### config.mk
export PLATFORM = sky130hd
export DESIGN_NAME = fmadd_pn_normalizer_flat
export DESIGN_NICKNAME = d
export VERILOG_FILES = /design/src/rtl/fmadd_pkg.sv /design/src/rtl/fmadd_pn_normalizer_if.sv /design/src/rtl/fmadd_norm_stage.sv /design/src/rtl/fmadd_pn_normalizer.sv /design/src/flat_wrapper.sv
export SDC_FILE = /design/constraint.sdc
export NUM_CORES = 1
export LEC_CHECK = 0
export CELL_PAD_IN_SITES_DETAIL_PLACEMENT = 1
export CELL_PAD_IN_SITES_GLOBAL_PLACEMENT = 1
export CORE_ASPECT_RATIO = 0.7
export CORE_UTILIZATION = 40
export DETAILED_ROUTE_END_ITERATION = 16
export PLACE_DENSITY = 0.84
export SKIP_LAST_GASP = 1
export SYNTH_ARGS = -nofsm -noshare
export SYNTH_HDL_FRONTEND = slang
export SYNTH_SLANG_ARGS = --single-unit
### constraint.sdc
create_clock -name clk -period 3.2 [get_ports clk]
set_input_delay 0.64 -clock clk [delete_from_list [all_inputs] [get_ports clk]]
set_output_delay 0.64 -clock clk [all_outputs]
set_load 0.02 [all_outputs]
### src/rtl/fmadd_pkg.sv
// rtl/fmadd_pkg.sv - shared widths and stage payload type for the FMADD post-LZD normalizer
package fmadd_pkg;

    localparam int MAN_W = 24;
    localparam int EXP_W = 7;
    localparam int LZC_W = 5;
    localparam int SH_W  = 5;

    typedef struct packed {
        logic [MAN_W-1:0]        man;
        logic signed [EXP_W-1:0] exp;
        logic [2:0]              sh_fine;
        logic                    denorm;
        logic                    zero;
    } norm_stage_t;

endpackage

### src/rtl/fmadd_pn_normalizer_if.sv
// rtl/fmadd_pn_normalizer_if.sv - input and result handshake bundle of the normalizer
interface fmadd_pn_normalizer_if;
    import fmadd_pkg::*;

    logic                    in_valid;
    logic                    in_ready;
    logic [MAN_W-1:0]        in_man;
    logic signed [EXP_W-1:0] in_exp;
    logic [LZC_W-1:0]        in_lzc;

    logic                    out_valid;
    logic                    out_ready;
    logic [MAN_W-1:0]        out_man;
    logic signed [EXP_W-1:0] out_exp;
    logic                    out_denorm;
    logic                    out_zero;

    modport master (
        output in_valid, in_man, in_exp, in_lzc, out_ready,
        input  in_ready, out_valid, out_man, out_exp, out_denorm, out_zero
    );

    modport slave (
        input  in_valid, in_man, in_exp, in_lzc, out_ready,
        output in_ready, out_valid, out_man, out_exp, out_denorm, out_zero
    );

endinterface

### src/rtl/fmadd_norm_stage.sv
// rtl/fmadd_norm_stage.sv - generic valid/ready register slice (pipeline or skid flavour)
module fmadd_norm_stage #(
    parameter int W    = 1,
    parameter bit SKID = 1'b0
) (
    input  logic         clk,
    input  logic         rst_l,
    input  logic         in_valid,
    output logic         in_ready,
    input  logic [W-1:0] in_data,
    output logic         out_valid,
    input  logic         out_ready,
    output logic [W-1:0] out_data
);

    generate
        if (SKID) begin : g_skid
            // Bypass when empty; park one beat when downstream refuses it.
            logic         full;
            logic [W-1:0] buf_data;

            assign in_ready  = !full;
            assign out_valid = full | in_valid;
            assign out_data  = full ? buf_data : in_data;

            always_ff @(posedge clk) begin
                if (!rst_l) begin
                    full     <= 1'b0;
                    buf_data <= '0;
                end else if (full) begin
                    if (out_ready) begin
                        full <= 1'b0;
                    end
                end else if (in_valid && !out_ready) begin
                    full     <= 1'b1;
                    buf_data <= in_data;
                end
            end
        end else begin : g_pipe
            logic         valid;
            logic [W-1:0] data;
            logic         load;

            assign load      = !valid | out_ready;
            assign in_ready  = load;
            assign out_valid = valid;
            assign out_data  = data;

            always_ff @(posedge clk) begin
                if (!rst_l) begin
                    valid <= 1'b0;
                    data  <= '0;
                end else if (load) begin
                    valid <= in_valid;
                    if (in_valid) begin
                        data <= in_data;
                    end
                end
            end
        end
    endgenerate

endmodule

### src/rtl/fmadd_pn_normalizer.sv
// rtl/fmadd_pn_normalizer.sv - two-stage mantissa normalizer after the LZD; FMADD_NORM_SKID_EN adds an input skid buffer
module fmadd_pn_normalizer
    import fmadd_pkg::*;
(
    input  logic                  clk,
    input  logic                  rst_l,
    fmadd_pn_normalizer_if.slave  bus
);

    localparam int RAW_W = MAN_W + EXP_W + LZC_W;
    localparam int S1_W  = $bits(norm_stage_t);
    localparam int S2_W  = MAN_W + EXP_W + 2;

    localparam logic signed [EXP_W-1:0] EXP_ZERO = '0;
    localparam logic signed [EXP_W-1:0] EXP_ONE  = EXP_W'(1);
    localparam logic [LZC_W-1:0]        LZC_MAX  = LZC_W'(MAN_W);

    logic                    f_valid;
    logic                    f_ready;
    logic [RAW_W-1:0]        f_data;
    logic [MAN_W-1:0]        f_man;
    logic signed [EXP_W-1:0] f_exp;
    logic [LZC_W-1:0]        f_lzc;

`ifdef FMADD_NORM_SKID_EN
    fmadd_norm_stage #(
        .W    (RAW_W),
        .SKID (1'b1)
    ) u_skid (
        .clk       (clk),
        .rst_l     (rst_l),
        .in_valid  (bus.in_valid),
        .in_ready  (bus.in_ready),
        .in_data   ({bus.in_man, bus.in_exp, bus.in_lzc}),
        .out_valid (f_valid),
        .out_ready (f_ready),
        .out_data  (f_data)
    );
`else
    assign f_valid      = bus.in_valid;
    assign bus.in_ready = f_ready;
    assign f_data       = {bus.in_man, bus.in_exp, bus.in_lzc};
`endif

    assign {f_man, f_exp, f_lzc} = f_data;

    logic signed [EXP_W-1:0] lzc_ext;
    logic [SH_W-1:0]         sh;
    norm_stage_t             s1_in;

    assign lzc_ext = EXP_W'(f_lzc);

    // The LZD count is trusted for zero detection; the mantissa is not re-scanned.
    always_comb begin
        s1_in = '0;
        sh    = '0;
        if (f_lzc >= LZC_MAX) begin
            s1_in.zero = 1'b1;
        end else if (f_exp <= EXP_ZERO) begin
            s1_in.man    = f_man;
            s1_in.denorm = 1'b1;
        end else if (lzc_ext >= f_exp) begin
            sh           = SH_W'(f_exp - EXP_ONE);
            s1_in.man    = f_man << {sh[4:3], 3'b000};
            s1_in.denorm = 1'b1;
        end else begin
            sh        = f_lzc;
            s1_in.man = f_man << {sh[4:3], 3'b000};
            s1_in.exp = f_exp - lzc_ext;
        end
        s1_in.sh_fine = sh[2:0];
    end

    logic              s1_valid;
    logic              s1_ready;
    logic [S1_W-1:0]   s1_raw;
    norm_stage_t       s1_out;
    logic [S2_W-1:0]   s2_in;
    logic [S2_W-1:0]   s2_out;
    logic [MAN_W-1:0]  fine_man;

    fmadd_norm_stage #(
        .W    (S1_W),
        .SKID (1'b0)
    ) u_s1 (
        .clk       (clk),
        .rst_l     (rst_l),
        .in_valid  (f_valid),
        .in_ready  (f_ready),
        .in_data   (s1_in),
        .out_valid (s1_valid),
        .out_ready (s1_ready),
        .out_data  (s1_raw)
    );

    assign s1_out   = norm_stage_t'(s1_raw);
    assign fine_man = s1_out.man << s1_out.sh_fine;
    assign s2_in    = {fine_man, s1_out.exp, s1_out.denorm, s1_out.zero};

    fmadd_norm_stage #(
        .W    (S2_W),
        .SKID (1'b0)
    ) u_s2 (
        .clk       (clk),
        .rst_l     (rst_l),
        .in_valid  (s1_valid),
        .in_ready  (s1_ready),
        .in_data   (s2_in),
        .out_valid (bus.out_valid),
        .out_ready (bus.out_ready),
        .out_data  (s2_out)
    );

    assign {bus.out_man, bus.out_exp, bus.out_denorm, bus.out_zero} = s2_out;

endmodule
### src/flat_wrapper.sv
// flat-port wrapper written by rule: the top's interface ports become plain ports
module fmadd_pn_normalizer_flat import fmadd_pkg::*;
  (clk, rst_l, bus_in_valid, bus_in_man, bus_in_exp, bus_in_lzc, bus_out_ready, bus_in_ready, bus_out_valid, bus_out_man, bus_out_exp, bus_out_denorm, bus_out_zero);
  fmadd_pn_normalizer_if bus_i ();
  input  logic clk;
  input  logic rst_l;
  input wire logic [$bits(bus_i.in_valid)-1:0] bus_in_valid;
  input wire logic [$bits(bus_i.in_man)-1:0] bus_in_man;
  input wire logic [$bits(bus_i.in_exp)-1:0] bus_in_exp;
  input wire logic [$bits(bus_i.in_lzc)-1:0] bus_in_lzc;
  input wire logic [$bits(bus_i.out_ready)-1:0] bus_out_ready;
  output wire logic [$bits(bus_i.in_ready)-1:0] bus_in_ready;
  output wire logic [$bits(bus_i.out_valid)-1:0] bus_out_valid;
  output wire logic [$bits(bus_i.out_man)-1:0] bus_out_man;
  output wire logic [$bits(bus_i.out_exp)-1:0] bus_out_exp;
  output wire logic [$bits(bus_i.out_denorm)-1:0] bus_out_denorm;
  output wire logic [$bits(bus_i.out_zero)-1:0] bus_out_zero;
  assign bus_i.in_valid = bus_in_valid;
  assign bus_i.in_man = bus_in_man;
  assign bus_i.in_exp = bus_in_exp;
  assign bus_i.in_lzc = bus_in_lzc;
  assign bus_i.out_ready = bus_out_ready;
  assign bus_in_ready = bus_i.in_ready;
  assign bus_out_valid = bus_i.out_valid;
  assign bus_out_man = bus_i.out_man;
  assign bus_out_exp = bus_i.out_exp;
  assign bus_out_denorm = bus_i.out_denorm;
  assign bus_out_zero = bus_i.out_zero;
  fmadd_pn_normalizer u_core (.clk(clk), .rst_l(rst_l), .bus(bus_i));
endmodule
After elaboration in Yosys (flattened, before gate mapping)
Cells that the tools add are included.

Divide/modulo/power cells: 0. Mux-type cells: 12. Add/sub/neg operators: 2. Shifts and indexed selects: 3. Bitwise gates (word level): 2. Reduce and logical (&&, ||, !) cells: 4. Magnitude comparators: 3. Equal/unequal tests: 0. $mul: 0.

Operators by type and width (number): $mux 24 (2); $shl 24x5->24 (2); $mux 31 (1); $shl 24x3->24 (1); $mux 7 (2); $mux 3 (3); $ge 6x7->1 (1); $le 7x1->1 const B (1); $sub 7x6->7 (1); $ge 5x5->1 const B (1); $sub 5x2->5 const B (1); $mux 1 (4); $reduce_and 2->1 (2); $logic_not 1->1 (2); $or 1x1->1 (2).

Memory bits (read-only): 0. Bits in registers: 71. RAM bits: 0. Input port bits: 40. Bits in latches: 0. Memories: 0. Output and inout port bits: 35.

Longest topological paths before layout
Gate-level depths: netlist of run 1.

Word-level depth: 5. Depth in mapped cells: 9. Mapped depth without buffers: 9.

Modules after synthesis
From an unflattened synthesis of run 1, not the netlist that was laid out.

Cells, all modules: 543. Area, all modules: 4505.6 µm².

Modules (own cells, without submodules): fmadd_pn_normalizer (cells each 234, sequential area each 0.0 µm², area each 1592.8 µm², times used 1); fmadd_norm_stage at u_core.u_s1 (cells each 161, sequential area each 740.7 µm², area each 1517.7 µm², times used 1); fmadd_norm_stage at u_core.u_s2 (cells each 148, sequential area each 680.7 µm², area each 1395.1 µm², times used 1).

Worst setup path after synthesis of run 1
OpenSTA, ideal clock, no wires.

Kind: input to register. From: input port bus_in_lzc[2]. To: register u_core.u_s1.g_pipe.data[33], in the netlist u_core.u_s1.out_data[33]. Path buffers: 1. Stages: 9. Library setup time: 75 ps. Path slack: 704 ps. Data required time: 3125 ps. Arrival: 2421 ps. Path through: inv_1 > ha_1 > and4b_1 > a31oi_2 > o21a_4 > mux2_4 > buf_8 > a31o_1 > a22oi_2.

Longest elaborated chain between the ends: 4.

Ends and longest elaborated chain: start, declared (RTL line flat_wrapper.sv:10) `input wire logic [$bits(bus_i.in_lzc)-1:0] bus_in_lzc;`; $ge 6x7->1 (RTL line fmadd_pn_normalizer.sv:62) `end else if (lzc_ext >= f_exp) begin`; $mux 24 (RTL line fmadd_pn_normalizer.sv:62); $mux 24 (RTL line fmadd_pn_normalizer.sv:59) `end else if (f_exp <= EXP_ZERO) begin`; $mux 31 (*) (RTL line fmadd_pn_normalizer.sv:57) `if (f_lzc >= LZC_MAX) begin`; end signal, assigned (RTL line fmadd_norm_stage.sv:56) `data <= in_data;`; end, declared (RTL line fmadd_norm_stage.sv:41) `logic [W-1:0] data;`.

Mark *: on every way between the ends. The rest lies on a longest branch, timed or not. A chain may end at the register's enable or synchronous reset.

Final worst setup path of run 1
From: input port bus_in_exp[0]. To: register u_core.u_s1.g_pipe.data[20], in the netlist u_core.u_s1.out_data[20].

Longest elaborated chain between the ends: 5.

Ends and longest elaborated chain: start, declared (RTL line flat_wrapper.sv:9) `input wire logic [$bits(bus_i.in_exp)-1:0] bus_in_exp;`; $sub 5x2->5 (RTL line fmadd_pn_normalizer.sv:63) `sh = SH_W'(f_exp - EXP_ONE);`; $shl 24x5->24 (RTL line fmadd_pn_normalizer.sv:64) `s1_in.man = f_man << {sh[4:3], 3'b000};`; $mux 24 (RTL line fmadd_pn_normalizer.sv:62); $mux 24 (*) (RTL line fmadd_pn_normalizer.sv:59); $mux 31 (*) (RTL line fmadd_pn_normalizer.sv:57).

Marked as above.

==> results of run 1 <==
==> power by group <==
part | switching [W] | internal, W
combinational | 0.000266 | 0.000234
clock | 0.000384 | 0.000624
sequential | 0.0000504 | 0.000931
total | 0.000700 | 0.00179
==> worst reg2reg max path: cells and delay by family, from the launching register on <==
kind / cells / cell delay (ns)
flops: 1 / 0.62
mux: 1 / 0.40
simple gates: 2 / 0.24
compound gates: 1 / 0.28
buf+inv: 1 / 0.37
==> stage by stage <==
step / std cells / hold slack (ns) / power (W) / worst slack, ns / TNS (ns)
floorplan: 430 / 0.424 / 0.00128 / 0.704 / 0
global route: 633 / 0.496 / 0.00257 / 0.105 / 0
global placement: 618 / 0.454 / 0.00146 / 0.0962 / 0
finish: 633 / 0.463 / 0.00249 / 0.269 / 0
detailed placement: 618 / 0.464 / 0.00148 / -0.0435 / -0.247
CTS: 633 / 0.470 / 0.00249 / 0.310 / 0
==> state kept, by name, summed over array words and instances (netlist names) <==
name,count
u_core.u_s2.out_data,33
u_core.u_s1.out_valid,1
u_core.u_s2.out_valid,1
u_core.u_s1.out_data,36
==> per-layer routing <==
metal | wire length [µm] | track usage [%] | part of all wire, %
met1 | 6140 | 35.5 | 47
met5 | 0 | 0 | 0
met2 | 5860 | 40.5 | 45
met3 | 928 | 6.18 | 7.1
met4 | 237 | 8.98 | 1.8
==> path summary, 6_finish.rpt <==
check	endpoint	slack [ns]
max	u_core.u_s1.out_data[20]	0.27
min	u_core.u_s2.out_data[4]	0.46
max reg2reg	u_core.u_s2.out_data[13]	1.17
min reg2reg	u_core.u_s2.out_data[4]	0.46
==> cells in the mapped netlist, drive strengths merged, types with 2 or more instances <==
cell type,number,area share (%)
a211oi,3,0.55
a21boi,17,3.1
a21oi,5,0.70
a22oi,7,1.4
a31o,2,0.43
a31oi,3,0.61
a32o,6,1.5
a32oi,9,1.9
and2,8,1.3
and3,2,0.34
buf,9,1.4
clkbuf,18,1.7
dfxtp,71,35
ha,7,2.1
inv,11,1.0
mux2,3,0.92
mux2i,37,9.1
mux4,14,7.7
nand2,71,6.5
nand2b,10,1.5
nand3b,2,0.37
nor2,11,1.0
nor2b,22,3.4
nor3,2,0.24
nor3b,4,0.86
o211a,18,4.4
o211ai,7,1.4
o21ai,18,2.5
o22ai,6,1.1
or2b,2,0.40
or3,7,1.1
xnor2,4,0.86
xor2,2,0.43
==> cell type report <==
cell class / count / area (µm²) / share of cell area, %
Timing Repair Buffer: 90 / 873 / 16.6
Inverter: 11 / 41.3 / 0.787
Tap cell: 128 / 160 / 3.05
Sequential cell: 71 / 1420 / 27.1
Multi-Input combinational cell: 318 / 2450 / 46.8
Clock inverter: 4 / 55.1 / 1.05
Clock buffer: 11 / 243 / 4.62
==> cell families (layout without fill, tap and decap cells) <==
family,after synthesis,in the layout
AND/OR/NAND/NOR,143,143
AO/OA/AOI/OAI,107,107
flip-flops,71,71
multiplexers,54,54
buffers and inverters,41,116
adder cells (fa/ha/maj),8,8
XOR/XNOR,6,6
==> out/qor.yml, run 1 <==
fp.dieW_um: 123
core_um2: 9830
synthArstFlopShare_pct: 0
synthFlopType: "dfxtp_1"
synthXorXnorAreaFrac_pct: 1.28
cp-startpoint: "bus_in_exp[0]"
cts_hold_buffers: 0
start_util_pct: 41.7
muxShareOfSynthArea_pct: 17.7
drive_above_1_share_pct: 12.1
dp_hpwl_um: 9600
holdCritStartpoint: "u_core.u_s2.out_data[4]"
r2r_cells: 5
seq_area_frac_synth_pct: 34.7
tritoncts: "done"
arrival_ns: 3.13
fin_area_um2: 5250
synthToLayoutAreaGrowth_pct: 28.1
grt_max_degree: 56
rsz0062_at_grt: "no"
worstPathMaxFanout: 9
cts_max_level: 3
numCtsBuffers: 9
hold_path_class: "reg -> reg"
dieHeight_um: 86.7
leakage_nw: 2.00
grt_first_pass_wirelength_um: 20600
period_needed_ns: 2.93
path_cells: "clkdlybuf4s50_1 > inv_1 > ha_1 > and4b_1 > a31oi_2 > o21ai_4 > mux2i_2 > o21ai_1 > o21ai_1"
fillers: 1111
min_period_over_period_pct: 91.6
n_antenna_cell: 0
grt_pass1_vias: 3743
synth.avg_cell_area_um2: 9.53
synth-compound-area-share_pct: 20.9
post_cts_resized: 0
synth_warnings: 0
status: "complete, no violations"
drv_slew: 0
worstMarginPinSlew_ns: 0.931
ios: 75
netlist_instances: 430
drt-pass1-iter-count: 5
worstSetupEndpointType: "flop"
slowest_delay_ns: 0.52
required_ns: 3.40
num_rows: 30
port_buffers: 74
clock_latency_ns: 0.34
via_per_inst: 5.85
timing.rr.start: "u_core.u_s1.out_data[3]"
routabilityCongestion: 0.922
wire_per_inst_um: 20.8
ys_ff_latch: 71
synth-edff-count: 0
dieArea_um2: 10700
post_cts_buffers: 0
cap_violations: 0
fmax_mhz: 341
crit_top_cell: "o21ai_1"
whs_path_depth: 2
yosys.area_share.simple_pct: 17.3
vdd_drop_max_mv: 0.270
p_per_area_nw_per_um2: 474
vias: 3703
clk_path_buf_depth: 2
mostFrequentLayoutCells: "clkdlybuf4s50_1 (74), nand2_1 (71), dfxtp_1 (71)"
first_iter_violations: 337
clkTransAtPathRegs_ns: 0.06
placed_area_um2: 4950
drc_errors: 0
wirelength_um: 13200
finalHoldViolations: 0
final_common_cell: "clkdlybuf4s50_1"
nNetsFinal: 549
clock-sinks: 71
clockRootBuffer: "clkbuf_16"
synth_top_family_by_area: "compound AO/OA/AOI/OAI gates"
setup_violations: 0
grtUsageTotal_pct: 26.1
netlist-cell-type-count: 64
synth_fa_ha_area_share_pct: 2.63
clock_skew_ns: 0.00275
path_depth: 9
ant_nets: 0
start_kind: "input port"
worst-path-buf-inv: 2
slew_headroom_pct: 37.9
grt_overflow: 0
syn_nets: 478
antenna_found_initial: 0
criticalPathCategory: "in -> reg"
cp_top_family: "compound AO/OA/AOI/OAI gates"
critPathSlowestCell: "o21ai_1"
utilization_pct: 53.4
syn_area_um2: 4100
Note: power is estimated with default switching activity, not from simulation.
==> run 2, diff against run 1 <==
RECOVER_POWER = 25   (was unset)
==> out/qor.yml, run 2 (synthesis gave the netlist of run 1 again) <==
n_antenna_cell: 0
post_cts_resized: 0
tritoncts: "done"
start_kind: "input port"
design_power_total_w: 0.00249
port_buffers: 74
ios: 75
dieHeight_um: 86.7
worstPathMaxFanout: 16
synthToLayoutAreaGrowth_pct: 28.1
start_util_pct: 41.7
ant_nets: 0
grt_pass1_vias: 3743
grt_first_pass_wirelength_um: 20600
drive_above_1_share_pct: 12.1
fmax_mhz: 340
clock_latency_ns: 0.34
hold_path_class: "reg -> reg"
dp_hpwl_um: 9600
arrival_ns: 3.21
slew_headroom_pct: 36.0
num_rows: 30
drt-pass1-iter-count: 5
antenna_found_initial: 0
vias: 3731
clockRootBuffer: "clkbuf_16"
clock-sinks: 71
core_um2: 9830
stdcell_count: 633
largest_register_ff_count: 36
dieArea_um2: 10700
fp.dieW_um: 123
p_per_area_nw_per_um2: 474
required_ns: 3.48
rsz0062_at_grt: "no"
leakage_nw: 2.07
criticalPathCategory: "in -> reg"
clock_skew_ns: 0.00309
grtUsageTotal_pct: 26.1
wire_per_inst_um: 20.8
clkTransAtPathRegs_ns: 0.06
grt_overflow: 0
fillers: 1111
post_cts_buffers: 0
first_iter_violations: 329
drc_errors: 0
worstSetupEndpointType: "flop"
setup_violations: 0
min_period_over_period_pct: 91.8
via_per_inst: 5.89
nNetsFinal: 549
numCtsBuffers: 9
dp_cells: 618
status: "complete, no violations"
mostFrequentLayoutCells: "nand2_1 (71), dfxtp_1 (71), clkdlybuf4s50_1 (51)"
vdd_drop_max_mv: 0.270
grt_max_degree: 56
drv_slew: 0
clk_path_buf_depth: 2
wirelength_um: 13200
utilization_pct: 53.3
cts_max_level: 3
cts_hold_buffers: 0
cap_violations: 0
period_needed_ns: 2.94
finalHoldViolations: 0
routabilityCongestion: 0.922
worstMarginPinSlew_ns: 0.961
[run 2: cell count changes in the layout (fill, tap and decap cells not counted)]
cell | before | now
buf_4 | 15 | 14
clkbuf_2 | 0 | 1
clkdlybuf4s50_1 | 74 | 51
dlygate4sd3_1 | 0 | 23
[run 2: layout make-up]
type	instances	area, µm²	share of cell area (%)
multi-input combinational	318	2450	46.8
sequential	71	1420	27.1
timing repair buffer	90	871	16.6
clock buffer	11	243	4.63
tap	128	160	3.05
clock inverter	4	55.1	1.05
inverter	11	41.3	0.787
[run 2: per-stage QoR]
stage	TNS [ns]	worst slack, ns	hold WS, ns	area, µm²
after floorplan	0	0.704	0.424	4100
after global placement	0	0.0962	0.454	4950
after detailed placement	-0.247	-0.0435	0.464	4950
after CTS	0	0.310	0.470	5250
after global routing	0	0.105	0.499	5250
final	0	0.262	0.464	5250
[run 2: routing by layer]
metal,vias to the layer above,global-route usage [%],share of wire [%]
li1,1712,-,-
met1,1837,35.5,47
met2,153,40.5,44
met3,29,6.18,7.2
met4,0,8.98,2.0
met5,-,0,0
[run 2: power breakdown]
part           internal (W)  leakage, nW  switching, W  total (W)
clock              0.000624        0.142      0.000385    0.00101
combinational      0.000229         1.35      0.000266   0.000496
sequential         0.000931        0.580     0.0000499   0.000981
total               0.00178         2.07      0.000701    0.00249
[run 2: critical path: stages]
cell             delay [ns]
clkdlybuf4s50_1        0.51
inv_1                  0.09
ha_1                   0.31
and4b_1                0.25
a31oi_2                0.29
o21a_4                 0.21
mux2_4                 0.41
o22ai_1                0.28
a32o_1                 0.21
[run 2: path summary, 6_finish.rpt]
check | start | end | slack, ns | cells after the start
hold / removal | u_core.u_s2.out_data[4] | u_core.u_s2.out_data[4] | 0.46 | 2
setup / recovery | bus_in_exp[0] | u_core.u_s1.out_data[30] | 0.26 | 9
setup reg to reg | u_core.u_s1.out_data[3] | u_core.u_s2.out_data[13] | 1.16 | 5
hold reg to reg | u_core.u_s2.out_data[4] | u_core.u_s2.out_data[4] | 0.46 | 2
==> run 3, diff against run 2 <==
CORE_UTILIZATION = 36   (was 40)
PLACE_DENSITY = 0.8   (was 0.84)
SLEW_MARGIN = 20   (was unset)
clock period = 2.42 ns   (was 3.2 ns; I/O delays follow)
==> out/qor.yml, run 3 (synthesis gave the netlist of run 1 again) <==
drv_slew: 0
wire_per_inst_um: 18.9
dieArea_um2: 11800
required_ns: 2.65
dp_slack_ns: -0.568
ant_nets: 0
slew_headroom_pct: 60.8
hold_ws_ns: 0.464
dieHeight_um: 91.3
finalHoldViolations: 0
multi_input_area_um2: 2620
clk_path_buf_depth: 2
leakage_nw: 2.27
grt_overflow: 0
combPwrFrac_pct: 22.1
r2r-end: "u_core.u_s2.out_data[29]"
worstPathMaxFanout: 5
antenna_found_initial: 0
whs_path_depth: 2
drc_errors: 0
tritoncts: "done"
largest_register_ff_count: 36
vias: 3788
mostFrequentLayoutCells: "dfxtp_1 (71), nand2_1 (70), clkdlybuf4s50_1 (54)"
num_rows: 32
holdCritStartpoint: "u_core.u_s2.out_data[5]"
swShare_pct: 28.6
drive_above_1_share_pct: 21.5
clockRootBuffer: "clkbuf_16"
synthToLayoutAreaGrowth_pct: 39.6
grt_max_degree: 38
cts_hold_buffers: 0
vdd_drop_max_mv: 0.366
port_buffers: 74
seq_power_share_pct: 37.8
rsz0062_at_grt: "no"
dp_hpwl_um: 9590
criticalPathCategory: "in -> reg"
p_int_w: 0.00243
nNetsFinal: 586
fp.dieW_um: 129
arrival_ns: 2.57
hold_path_class: "reg -> reg"
setup_violations: 0
setup_ws_ns: 0.0819
n_antenna_cell: 0
seq_area_um2: 1420
status: "complete, no violations"
via_per_inst: 5.44
drt-pass1-iter-count: 4
clock_latency_ns: 0.34
cap_violations: 0
ios: 75
fillers: 1239
grt_pass1_vias: 3811
hold_end: "u_core.u_s2.out_data[5]"
cts_max_level: 3
fmax_mhz: 428
clock_skew_ns: 0.00587
clkPwrFrac_pct: 40.1
period_needed_ns: 2.34
clock-sinks: 71
grt_first_pass_wirelength_um: 20900
cp-startpoint: "bus_in_exp[1]"
routabilityCongestion: 0.851
worstMarginPinSlew_ns: 0.587
first_iter_violations: 189
p_per_area_nw_per_um2: 596
r2r_slack_ns: 0.60
timing.rr.start: "u_core.u_s1.out_data[2]"
min_period_over_period_pct: 96.6
power.switching_w: 0.000973
grtUsageTotal_pct: 23.2
clkTransAtPathRegs_ns: 0.06
r2r_cells: 5
wirelength_um: 13200
start_util_pct: 37.1
numCtsBuffers: 9
start_kind: "input port"
worstSetupEndpointType: "flop"
final_common_cell: "dfxtp_1"
core_um2: 11100
## run 3: cell count changes in the layout (fill, tap and decap cells not counted), sizes merged, moves of 3 or more
cell	before	now
buf	15	49
clkdlybuf4s50	51	54
dlygate4sd2	0	7
dlygate4sd3	23	10
dlymetal6s2s	0	3
## run 3: what timing repair did
action                     in CTS  in global routing
pin swaps                       9                  9
setup endpoints to repair      24                 18
hold endpoints to repair        0                  0
gates resized for setup        26                 12
cloned                          2                  0
setup buffers                   4                  4
## run 3: worst max-delay path by stage
| stage | endpoint | slack [ns] | cells past startpoint |
|---|---|---|---|
| after global routing | u_core.u_s1.out_data[20] | 0.02 | 9 |
| final | u_core.u_s1.out_data[32] | 0.08 | 8 |
| after global placement | u_core.u_s1.out_data[34] | -0.46 | 9 |
| after floorplan | u_core.u_s1.out_data[33] | 0.08 | 9 |
| after CTS | u_core.u_s1.out_data[30] | 0.006 | 9 |
| after detailed placement | u_core.u_s1.out_data[23] | -0.57 | 10 |
## run 3: stage by stage
step	area, µm²	utilization, %	setup TNS [ns]	std cells	power, W
3_5_place_dp	5180	46.9	-14.24	670	0.00199
3_3_place_gp	5180	46.9	-10.40	670	0.00196
6_report	5720	51.7	0	696	0.00341
4_1_cts	5650	51.1	0	692	0.00340
5_1_grt	5720	51.7	0	696	0.00354
2_1_floorplan	4100	-	0	430	0.00170
## run 3: routing by layer
layer  routed length (µm)  share of wire [%]  global-route usage (%)
met5                    0                  0                       0
met2                 5700                 43                    34.8
met3                  923                7.0                    4.95
met1                 6320                 48                    32.8
met4                  210                1.6                    7.85
## run 3: final cells by class
class                           instances  share of cell area [%]
Tap cell                              153                    3.35
Multi-Input combinational cell        320                    45.9
Inverter                               11                   0.722
Timing Repair Buffer                  125                    19.8
Sequential cell                        71                    24.9
Clock inverter                          6                    1.18
Clock buffer                           10                    4.18
## run 3: critical path, stage by stage
cell           delay (ns)
dlygate4sd2_1        0.28
ha_4                 0.25
and4b_2              0.28
a31oi_4              0.23
o21ai_4              0.15
mux2i_4              0.24
or3_4                0.37
a32o_2               0.27
## run 3: power groups by stage
| stage | Clock [W] | Combinational (W) | Sequential (W) |
|---|---|---|---|
| CTS | 0.00139 | 0.000726 | 0.00129 |
| global placement | 0 | 0.000658 | 0.00131 |
| floorplan | 0 | 0.000376 | 0.00132 |
| finish | 0.00137 | 0.000753 | 0.00129 |
| global route | 0.00144 | 0.000810 | 0.00129 |
| detailed placement | 0 | 0.000679 | 0.00131 |
